===== config.mk =====
export PLATFORM = sky130hd
export DESIGN_NAME = decode_stage
export DESIGN_NICKNAME = d
export VERILOG_FILES = /design/src/rtl/decode_stage.sv
export SDC_FILE = /design/constraint.sdc
export NUM_CORES = 1
export LEC_CHECK = 0
export ABC_CLOCK_PERIOD_IN_PS = 3000
export BUFFER_PORTS_ARGS = -buffer_cell sky130_fd_sc_hd__buf_4
export CAP_MARGIN = 20
export CORE_ASPECT_RATIO = 1.25
export CORE_MARGIN = 4
export CORE_UTILIZATION = 52
export CTS_CLUSTER_SIZE = 16
export DETAILED_ROUTE_END_ITERATION = 8
export PLACE_DENSITY_LB_ADDON = 0.12
export SLEW_MARGIN = 20
export SYNTH_ARGS = -nofsm -noshare
export SYNTH_HDL_FRONTEND = slang
export SYNTH_SLANG_ARGS = --single-unit

===== constraint.sdc =====
create_clock -name clk -period 3 [get_ports clk]
set_input_delay 0.15 -clock clk [delete_from_list [all_inputs] [get_ports clk]]
set_output_delay 0.15 -clock clk [all_outputs]
set_load 0.05 [all_outputs]

===== src/rtl/decode_stage.sv =====
// Registered decode stage for a small RISC-V subset (ld/sd/and/or/add/sub/beq)
// with a one-entry output buffer, load-use stall insertion and flush.
module decode_stage #(
  parameter int DADDR_W  = 5,
  parameter int BOFF_W   = 5,
  parameter int LOAD_LAT = 1
) (
  input  logic               clk,
  input  logic               rst,
  input  logic               in_valid,
  output logic               in_ready,
  input  logic [31:0]        inst,
  input  logic               flush,
  output logic               out_valid,
  input  logic               out_ready,
  output logic               reg_write_enable,
  output logic [4:0]         reg_read_addr_1,
  output logic [4:0]         reg_read_addr_2,
  output logic [4:0]         reg_write_addr,
  output logic               data_write_enable,
  output logic [DADDR_W-1:0] data_read_addr,
  output logic [DADDR_W-1:0] data_write_addr,
  output logic [1:0]         alu_ctrl,
  output logic               reg_write_select,
  output logic               branch,
  output logic [BOFF_W-1:0]  branch_offset,
  output logic               illegal,
  output logic [1:0]         dbg_state
);

  // Handshake: a word transfers on any cycle where valid && ready are both high
  // at the rising edge; a producer holding valid keeps its data stable until then.
  typedef enum logic [1:0] {S_EMPTY = 2'd0, S_FULL = 2'd1, S_STALL = 2'd2} state_t;

  state_t r_state, w_next_state;
  logic [2:0] r_cnt, w_next_cnt;

  logic               r_rwe, r_dwe, r_sel, r_br, r_ill;
  logic [4:0]         r_ra1, r_ra2, r_wa;
  logic [DADDR_W-1:0] r_dra, r_dwa;
  logic [1:0]         r_alu;
  logic [BOFF_W-1:0]  r_boff;

  logic               w_rwe, w_dwe, w_sel, w_br, w_ill;
  logic [4:0]         w_ra1, w_ra2, w_wa;
  logic [DADDR_W-1:0] w_dra, w_dwa;
  logic [1:0]         w_alu;
  logic [BOFF_W-1:0]  w_boff;

  logic [6:0] w_op, w_f7;
  logic [2:0] w_f3;
  logic       w_hazard, w_accept, w_held_ld;

  assign w_op = inst[6:0];
  assign w_f3 = inst[14:12];
  assign w_f7 = inst[31:25];

  always_comb begin
    w_rwe  = 1'b0;
    w_dwe  = 1'b0;
    w_sel  = 1'b0;
    w_br   = 1'b0;
    w_ill  = 1'b0;
    w_ra1  = '0;
    w_ra2  = '0;
    w_wa   = '0;
    w_dra  = '0;
    w_dwa  = '0;
    w_alu  = '0;
    w_boff = '0;
    if (w_f3 == 3'b011 && w_op == 7'b0000011) begin
      w_rwe = 1'b1;
      w_wa  = inst[11:7];
      w_dra = DADDR_W'(inst[19:15]) + DADDR_W'(inst[24:20]);
    end else if (w_f3 == 3'b011 && w_op == 7'b0100011) begin
      w_dwe = 1'b1;
      w_ra1 = inst[24:20];
      w_dwa = DADDR_W'(inst[19:15]) + DADDR_W'(inst[11:7]);
    end else if (w_op == 7'b0110011 &&
                 ((w_f7 == 7'b0000000 && (w_f3 == 3'b111 || w_f3 == 3'b110 || w_f3 == 3'b000)) ||
                  (w_f7 == 7'b0100000 && w_f3 == 3'b000))) begin
      w_rwe = 1'b1;
      w_sel = 1'b1;
      w_ra1 = inst[19:15];
      w_ra2 = inst[24:20];
      w_wa  = inst[11:7];
      if (w_f3 == 3'b111)      w_alu = 2'b00;
      else if (w_f3 == 3'b110) w_alu = 2'b01;
      else if (w_f7[5])        w_alu = 2'b11;
      else                     w_alu = 2'b10;
    end else if (w_f3 == 3'b000 && w_op == 7'b1100011) begin
      w_br   = 1'b1;
      w_alu  = 2'b11;
      w_ra1  = inst[19:15];
      w_ra2  = inst[24:20];
      w_boff = BOFF_W'({inst[25], inst[11:9]});
    end else begin
      w_ill = 1'b1;
    end
  end

  // Only ld writes the register file from memory; illegal words never set rwe.
  assign w_held_ld = r_rwe && !r_sel;
  assign w_hazard  = in_valid && out_valid && out_ready && w_held_ld && (r_wa != 5'd0) &&
                     ((w_ra1 == r_wa) || (w_ra2 == r_wa));

  always_comb begin
    out_valid = (r_state == S_FULL);
    in_ready  = 1'b0;
    if (!rst && !flush) begin
      if (r_state == S_EMPTY)     in_ready = 1'b1;
      else if (r_state == S_FULL) in_ready = out_ready && !w_hazard;
    end
  end

  assign w_accept  = in_valid && in_ready;
  assign dbg_state = r_state;

  always_comb begin
    w_next_state = r_state;
    w_next_cnt   = r_cnt;
    if (flush) begin
      w_next_state = S_EMPTY;
      w_next_cnt   = 3'd0;
    end else begin
      case (r_state)
        S_EMPTY: if (w_accept) w_next_state = S_FULL;
        S_FULL: begin
          if (out_ready) begin
            if (w_hazard) begin
              w_next_state = S_STALL;
              w_next_cnt   = 3'd0;
            end else if (!w_accept) begin
              w_next_state = S_EMPTY;
            end
          end
        end
        S_STALL: begin
          if (r_cnt == 3'(LOAD_LAT - 1)) begin
            w_next_state = S_EMPTY;
            w_next_cnt   = 3'd0;
          end else begin
            w_next_cnt = r_cnt + 3'd1;
          end
        end
        default: w_next_state = S_EMPTY;
      endcase
    end
  end

  always_ff @(posedge clk) begin
    if (rst) begin
      r_state <= S_EMPTY;
      r_cnt   <= 3'd0;
      r_rwe   <= 1'b0;
      r_dwe   <= 1'b0;
      r_sel   <= 1'b0;
      r_br    <= 1'b0;
      r_ill   <= 1'b0;
      r_ra1   <= '0;
      r_ra2   <= '0;
      r_wa    <= '0;
      r_dra   <= '0;
      r_dwa   <= '0;
      r_alu   <= '0;
      r_boff  <= '0;
    end else begin
      r_state <= w_next_state;
      r_cnt   <= w_next_cnt;
      if (w_accept) begin
        r_rwe  <= w_rwe;
        r_dwe  <= w_dwe;
        r_sel  <= w_sel;
        r_br   <= w_br;
        r_ill  <= w_ill;
        r_ra1  <= w_ra1;
        r_ra2  <= w_ra2;
        r_wa   <= w_wa;
        r_dra  <= w_dra;
        r_dwa  <= w_dwa;
        r_alu  <= w_alu;
        r_boff <= w_boff;
      end
    end
  end

  assign reg_write_enable  = r_rwe;
  assign reg_read_addr_1   = r_ra1;
  assign reg_read_addr_2   = r_ra2;
  assign reg_write_addr    = r_wa;
  assign data_write_enable = r_dwe;
  assign data_read_addr    = r_dra;
  assign data_write_addr   = r_dwa;
  assign alu_ctrl          = r_alu;
  assign reg_write_select  = r_sel;
  assign branch            = r_br;
  assign branch_offset     = r_boff;
  assign illegal           = r_ill;

endmodule


* Yosys cells after proc, flatten, opt, wreduce, memory -nomap -nowiden *
Index checks and enable logic that the tools add are counted.

cells by class
  $add $sub $neg = 3
  equality and inequality tests = 17
  mux-type cells = 52
  reductions and logical operators = 32

operators with widths
  cell                                                                      count
  5-bit 2-to-1 mux                                                          14
  2-bit 2-to-1 mux                                                          11
  7-bit by 6-bit equality test with 1-bit output (second input constant)    3
  1-bit 2-to-1 mux                                                          18
  4-bit 2-to-1 mux                                                          4
  1-bit logical AND                                                         15
  5-bit adder                                                               2
  5-bit equality test                                                       2
  3-bit 2-to-1 mux                                                          3
  7-bit by 2-bit equality test with 1-bit output (second input constant)    1
  7-bit equality test (second input constant)                               1
  7-bit logical NOT                                                         1
  3-bit equality test (second input constant)                               2
  3-bit logical NOT                                                         2
  2-bit one-hot mux with 3 select lines                                     1
  3-bit one-hot mux with 2 select lines                                     1
  5-bit nonzero test                                                        1
  1-bit logical NOT                                                         4
  1-bit logical OR                                                          4
  2-bit by 1-bit inequality test with 1-bit output (second input constant)  2
  2-bit inequality test (second input constant)                             2
  4-bit AND reduction                                                       1
  3-bit by 1-bit adder with 3-bit output (second input constant)            1
  3-bit by 2-bit equality test with 1-bit output (second input constant)    1
  other kinds (7)                                                           7

storage, ports and cells
  flip-flop bits (word level) = 42
  input bits = 37

* Logic depth before layout (Yosys ltp) *
  depth after elaboration = 22
  gate-level depth with buffers = 12
  gate-level depth less buffers = 8

* Least setup slack after synthesis *
No wires, ideal clock.

  kind = reg-to-reg
  start point = register r_state[0] (netlist: dbg_state[0])
  end point = register r_ra2[0] (netlist: reg_read_addr_2[0])
  library setup time = 0.101 ns
  arrival = 3.282 ns
  data required time = 2.899 ns
  slack = -0.383 ns
  stages on the path, launching flop included = 11
  path buffers = 2
  clock period less this slack = 3.383 ns
  cell sequence = dfxtp_1 > nor2b_1 > nand4_1 > or3_1 > a2111oi_0 > a221oi_1 > o21ai_2 > buf_4 > buf_6 > o211ai_1 > o41ai_1

between the ends
  word-level cells in the longest chain between the ends = 12

ends and longest elaborated chain
  item                                              line  source
  start: declaration                                35    state_t r_state, w_next_state;
  start signal: assignment                          168   r_state <= w_next_state;
  2-bit by 1-bit equality test with 1-bit output *  108   out_valid = (r_state == S_FULL);
  net out_valid                                     14    output logic out_valid,
  1-bit logical AND (5 in series)                   104   assign w_hazard = in_valid && out_valid && out_ready && w_held_ld && (r_wa != 5'd0) &&
  1-bit logical NOT                                 112   else if (r_state == S_FULL) in_ready = out_ready && !w_hazard;
  1-bit logical AND                                 112
  1-bit 2-to-1 mux *                                112
  1-bit 2-to-1 mux *                                111   if (r_state == S_EMPTY) in_ready = 1'b1;
  1-bit 2-to-1 mux *                                110   if (!rst && !flush) begin
  1-bit logical AND *                               116   assign w_accept = in_valid && in_ready;
  end signal: assignment                            177   r_ra2 <= w_ra2;
  end: declaration                                  39    logic [4:0] r_ra1, r_ra2, r_wa;

Mark *: on every way through the listed nets, which the timed path passes. The rest lies on a longest branch.
A chain may end at the register's enable or synchronous reset.

* Worst setup path in the final report *
  start point = input inst[28]
  end point = output in_ready

between the ends
  word-level cells in the longest chain between the ends = 15

ends and longest elaborated chain
  item                                                                                 line    source
  start: declaration                                                                   12      input logic [31:0] inst,
  7-bit by 6-bit equality test with 1-bit output or 7-bit logical NOT (tied branches)  81, 80
  1-bit logical AND (on tied branches)                                                 81, 80
  1-bit logical OR *                                                                   80      ((w_f7 == 7'b0000000 && (w_f3 == 3'b111 || w_f3 == 3'b110 || w_f3 == 3'b000)) ||
  1-bit logical AND *                                                                  79      end else if (w_op == 7'b0110011 &&
  5-bit 2-to-1 mux                                                                     79
  5-bit 2-to-1 mux                                                                     75      end else if (w_f3 == 3'b011 && w_op == 7'b0100011) begin
  5-bit 2-to-1 mux                                                                     71      if (w_f3 == 3'b011 && w_op == 7'b0000011) begin
  5-bit equality test                                                                  105     ((w_ra1 == r_wa) || (w_ra2 == r_wa));
  1-bit logical OR *                                                                   105
  1-bit logical AND *                                                                  104
  1-bit logical NOT *                                                                  112
  1-bit logical AND *                                                                  112
  1-bit 2-to-1 mux *                                                                   112
  1-bit 2-to-1 mux *                                                                   111
  1-bit 2-to-1 mux *                                                                   110
  end: declaration                                                                     11      output logic in_ready,

Every way passes the cells marked *; elsewhere a longest branch is shown, timed or not.

==> run_results.csv <==
group,metric,value,unit
yosys,synth_ff_type,"dfxtp_1",
route,vias_per_cell,6.24,
cts,clkSinkCount,41,
place,gp_congestion,0.934,
cts,cts_root_buffer,"clkbuf_8",
cts,holdBufCountCts,0,
timing,finalSetupTns,0,ns
worst_setup_path,cp.required,2.85,ns
worst_setup_path,rr_worst_depth,10,
cts,worst_skew_pair.late_latency,0.30,ns
cts,clk_pin_slew_worst_paths,0.08,ns
place,dp_hpwl,6290,um
pwr,power.total,1.23,mW
worst_setup_path,criticalPathCategory,"in2out",
yosys,yosysTopAreaCellShare,0.313,
cells_and_area,area_growth,29.7,%
route,drtIter0Drc,187,
place,io_buffers,76,
outcome,status,"complete, no violations",
floorplan,dieHeight,87.4,um
floorplan,dieArea,6250,um^2
timing,slew_violations,0,
job,max_cap_viol_count,0,
yosys,syn_area_per_cell,8.24,um^2
global_route,grt_max_degree,33,
pwr,ir_drop,202,uV
worst_setup_path,timing.rr.start,"reg_write_addr[2]",
worst_setup_path,reg2reg_to,"reg_write_addr[1]",
timing,hold_violations,0,
min_path,whs_endpoint,"reg_read_addr_2[4]",
global_route,grt_pass1_wl,13600,um
timing,relSlewSlack,0.389,
global_route,grt_use_total,0.273,
yosys,synth_edf_count,0,
min_path,min_from,"inst[24]",
global_route,antenna_found_initial,0,
yosys,yosys-top-cells-area,"dfxtp_1, o211ai_1, ha_1",
route,wire_per_inst,18.3,um
worst_setup_path,r2r_setup_slack,0.30,ns
timing,max_freq,351,MHz
timing,rsz0062_at_grt,"false",
cells_and_area,drive_above_1_share,0.268,
timing,min_period,2.85,ns
global_route,grt_pass1_vias,2713,
worst_setup_path,arrival,2.70,ns
yosys,synth.most_common_cell,"dfxtp_1",
route,drtPass1Iterations,5,
yosys,yosysTopAreaCell,"dfxtp_1",
route,vias,2844,
yosys,synth_cell_type_count,58,
cells_and_area,final_util,0.708,
floorplan,fp.dieW,71.5,um
yosys,mappedNetlistArea,2620,um^2
worst_setup_path,critPathLaunch,"inst[28]",
min_path,min_path_type,"in2reg",
timing,finalCritPeriodShare,0.950,
floorplan,row_count,28,
timing,skew,0.00735,ns
cts,cts_tree,"built",
pwr,powerDensity,361,nW/um^2
cells_and_area,diodes,0,
pwr,p_leak,1.44,nW
timing,worst_pin_slew,0.903,ns
route,routed_wl,8330,um
cells_and_area,ff_latch_area,821,um^2
yosys,syn_nets,367,
worst_setup_path,crit_path_end_kind,"primary output",
worst_setup_path,critPathMaxFanout,6,
min_path,hold_depth,3,
floorplan,ioPinCount,78,
worst_setup_path,cp-start-kind,"input port",
yosys,yosysSeqAreaShare,0.313,
cts,cts_buffer_depth,2,
cells_and_area,multi_input_area,1640,um^2
timing,setup_slack,0.149,ns
floorplan,start_util,0.546,
floorplan,core_area,4800,um^2
yosys,yosys-top-cells-count,"dfxtp_1, nand2_1, o211ai_1, o21ai_0",
global_route,grt_overflow_total,0,
yosys,synth_seq_cells,41,
cells_and_area,nFillCells,411,
yosys,async_flop_share,0,
cells_and_area,final_nets,444,
cts,htreeDepth,2,
yosys,synthCells,318,
cts,cts_buffers,5,
place,pre_cts_ws,0.0222,ns
route,ant_nets,0,
yosys,ys_warn_count,0,
timing,finalSetupViolations,0,
route,drc,0,
## state kept, by name, indices dropped and copies added (netlist names)
| name | cells |
|---|---|
| alu_ctrl | 2 |
| branch | 1 |
| branch_offset | 4 |
| data_read_addr | 5 |
| data_write_addr | 5 |
| data_write_enable | 1 |
| dbg_state | 2 |
| illegal | 1 |
| r_cnt | 3 |
| reg_read_addr_1 | 5 |
| reg_read_addr_2 | 5 |
| reg_write_addr | 5 |
| reg_write_enable | 1 |
| reg_write_select | 1 |
## kinds of logic after synthesis
group	after synthesis	share of synthesized area
other	1	0.00143
adder cells (fa/ha/maj)	12	0.0630
flip-flops	41	0.313
AND/OR/NAND/NOR	105	0.223
multiplexers	2	0.00764
AO/OA/AOI/OAI	112	0.292
buffers and inverters	35	0.0659
XOR/XNOR	10	0.0334
## timing repair
item,4_1_cts,5_1_grt
setup buffers,0,0
endpoints found under the hold margin,0,0
setup endpoints to repair,0,6
gates resized for setup,0,1
## worst max path at each step
stage | endpoint | slack, ns | cells past startpoint
3_3_place_gp | branch_offset[0] | 0.15 | 12
5_1_grt | branch_offset[2] | 0.03 | 12
4_1_cts | in_ready | 0.20 | 11
3_5_place_dp | branch_offset[1] | 0.02 | 12
2_1_floorplan | reg_read_addr_2[0] | 0.1 | 10
6_report | in_ready | 0.15 | 10
## layout make-up
class | count | area share
inverter | 16 | 0.0177
sequential | 41 | 0.242
tap | 60 | 0.0221
timing repair buffer | 89 | 0.200
clock inverter | 2 | 0.0110
multi-input combinational | 242 | 0.483
clock buffer | 6 | 0.0243
## layout by cell type (no fill, tap or decap), drive strengths merged, types with 2 or more instances in the layout
cell,count
mux2i,2
a222oi,3
ha,10
o211ai,22
xnor2,7
o211a,3
clkbuf,6
nand3,16
dfxtp,41
or3,3
o31ai,9
nand2b,3
nor4,4
xor2,3
and3,5
nor3,6
a21oi,16
and3b,2
nand2,26
inv,16
a221oi,2
and2,5
nor3b,9
o21a,2
o21ai,32
o41ai,6
nor4b,2
a21o,5
a22oi,2
fa,2
o2111ai,2
nor2b,2
buf,89
or2,3
nor2,10
nand4,4
## per-layer routing
layer | track usage | share of wire | vias up
li1 | - | - | 1355
met1 | 0.353 | 0.42 | 1363
met2 | 0.462 | 0.49 | 113
met3 | 0.0416 | 0.067 | 13
met4 | 0.0906 | 0.013 | 0
met5 | 0 | 0 | -
## metrics by stage
| step | instance area [um^2] | instances | hold slack, ns |
|---|---|---|---|
| 3_3_place_gp | 3280 | 448 | 0.447 |
| 4_1_cts | 3400 | 456 | 0.155 |
| 3_5_place_dp | 3280 | 448 | 0.458 |
| 6_report | 3400 | 456 | 0.152 |
| 2_1_floorplan | 2630 | 318 | 0.292 |
| 5_1_grt | 3400 | 456 | 0.170 |
## worst max-delay path: stages
cell and delay, ns:
buf_4 0.11, nor4_1 0.51, o2111a_1 0.45, a221oi_2 0.12, xnor2_1 0.15, or4b_4 0.56
or2_2 0.34, nand2_1 0.07, nor3_1 0.04, buf_4 0.19
## where the power goes
group	leakage, nW	internal (mW)	switching (mW)
clock network	0.0574	0.271	0.212
logic	1.06	0.0806	0.118
registers	0.330	0.545	0.00137
total	1.44	0.896	0.332
No activity file was read; power rests on OpenSTA's default activity.
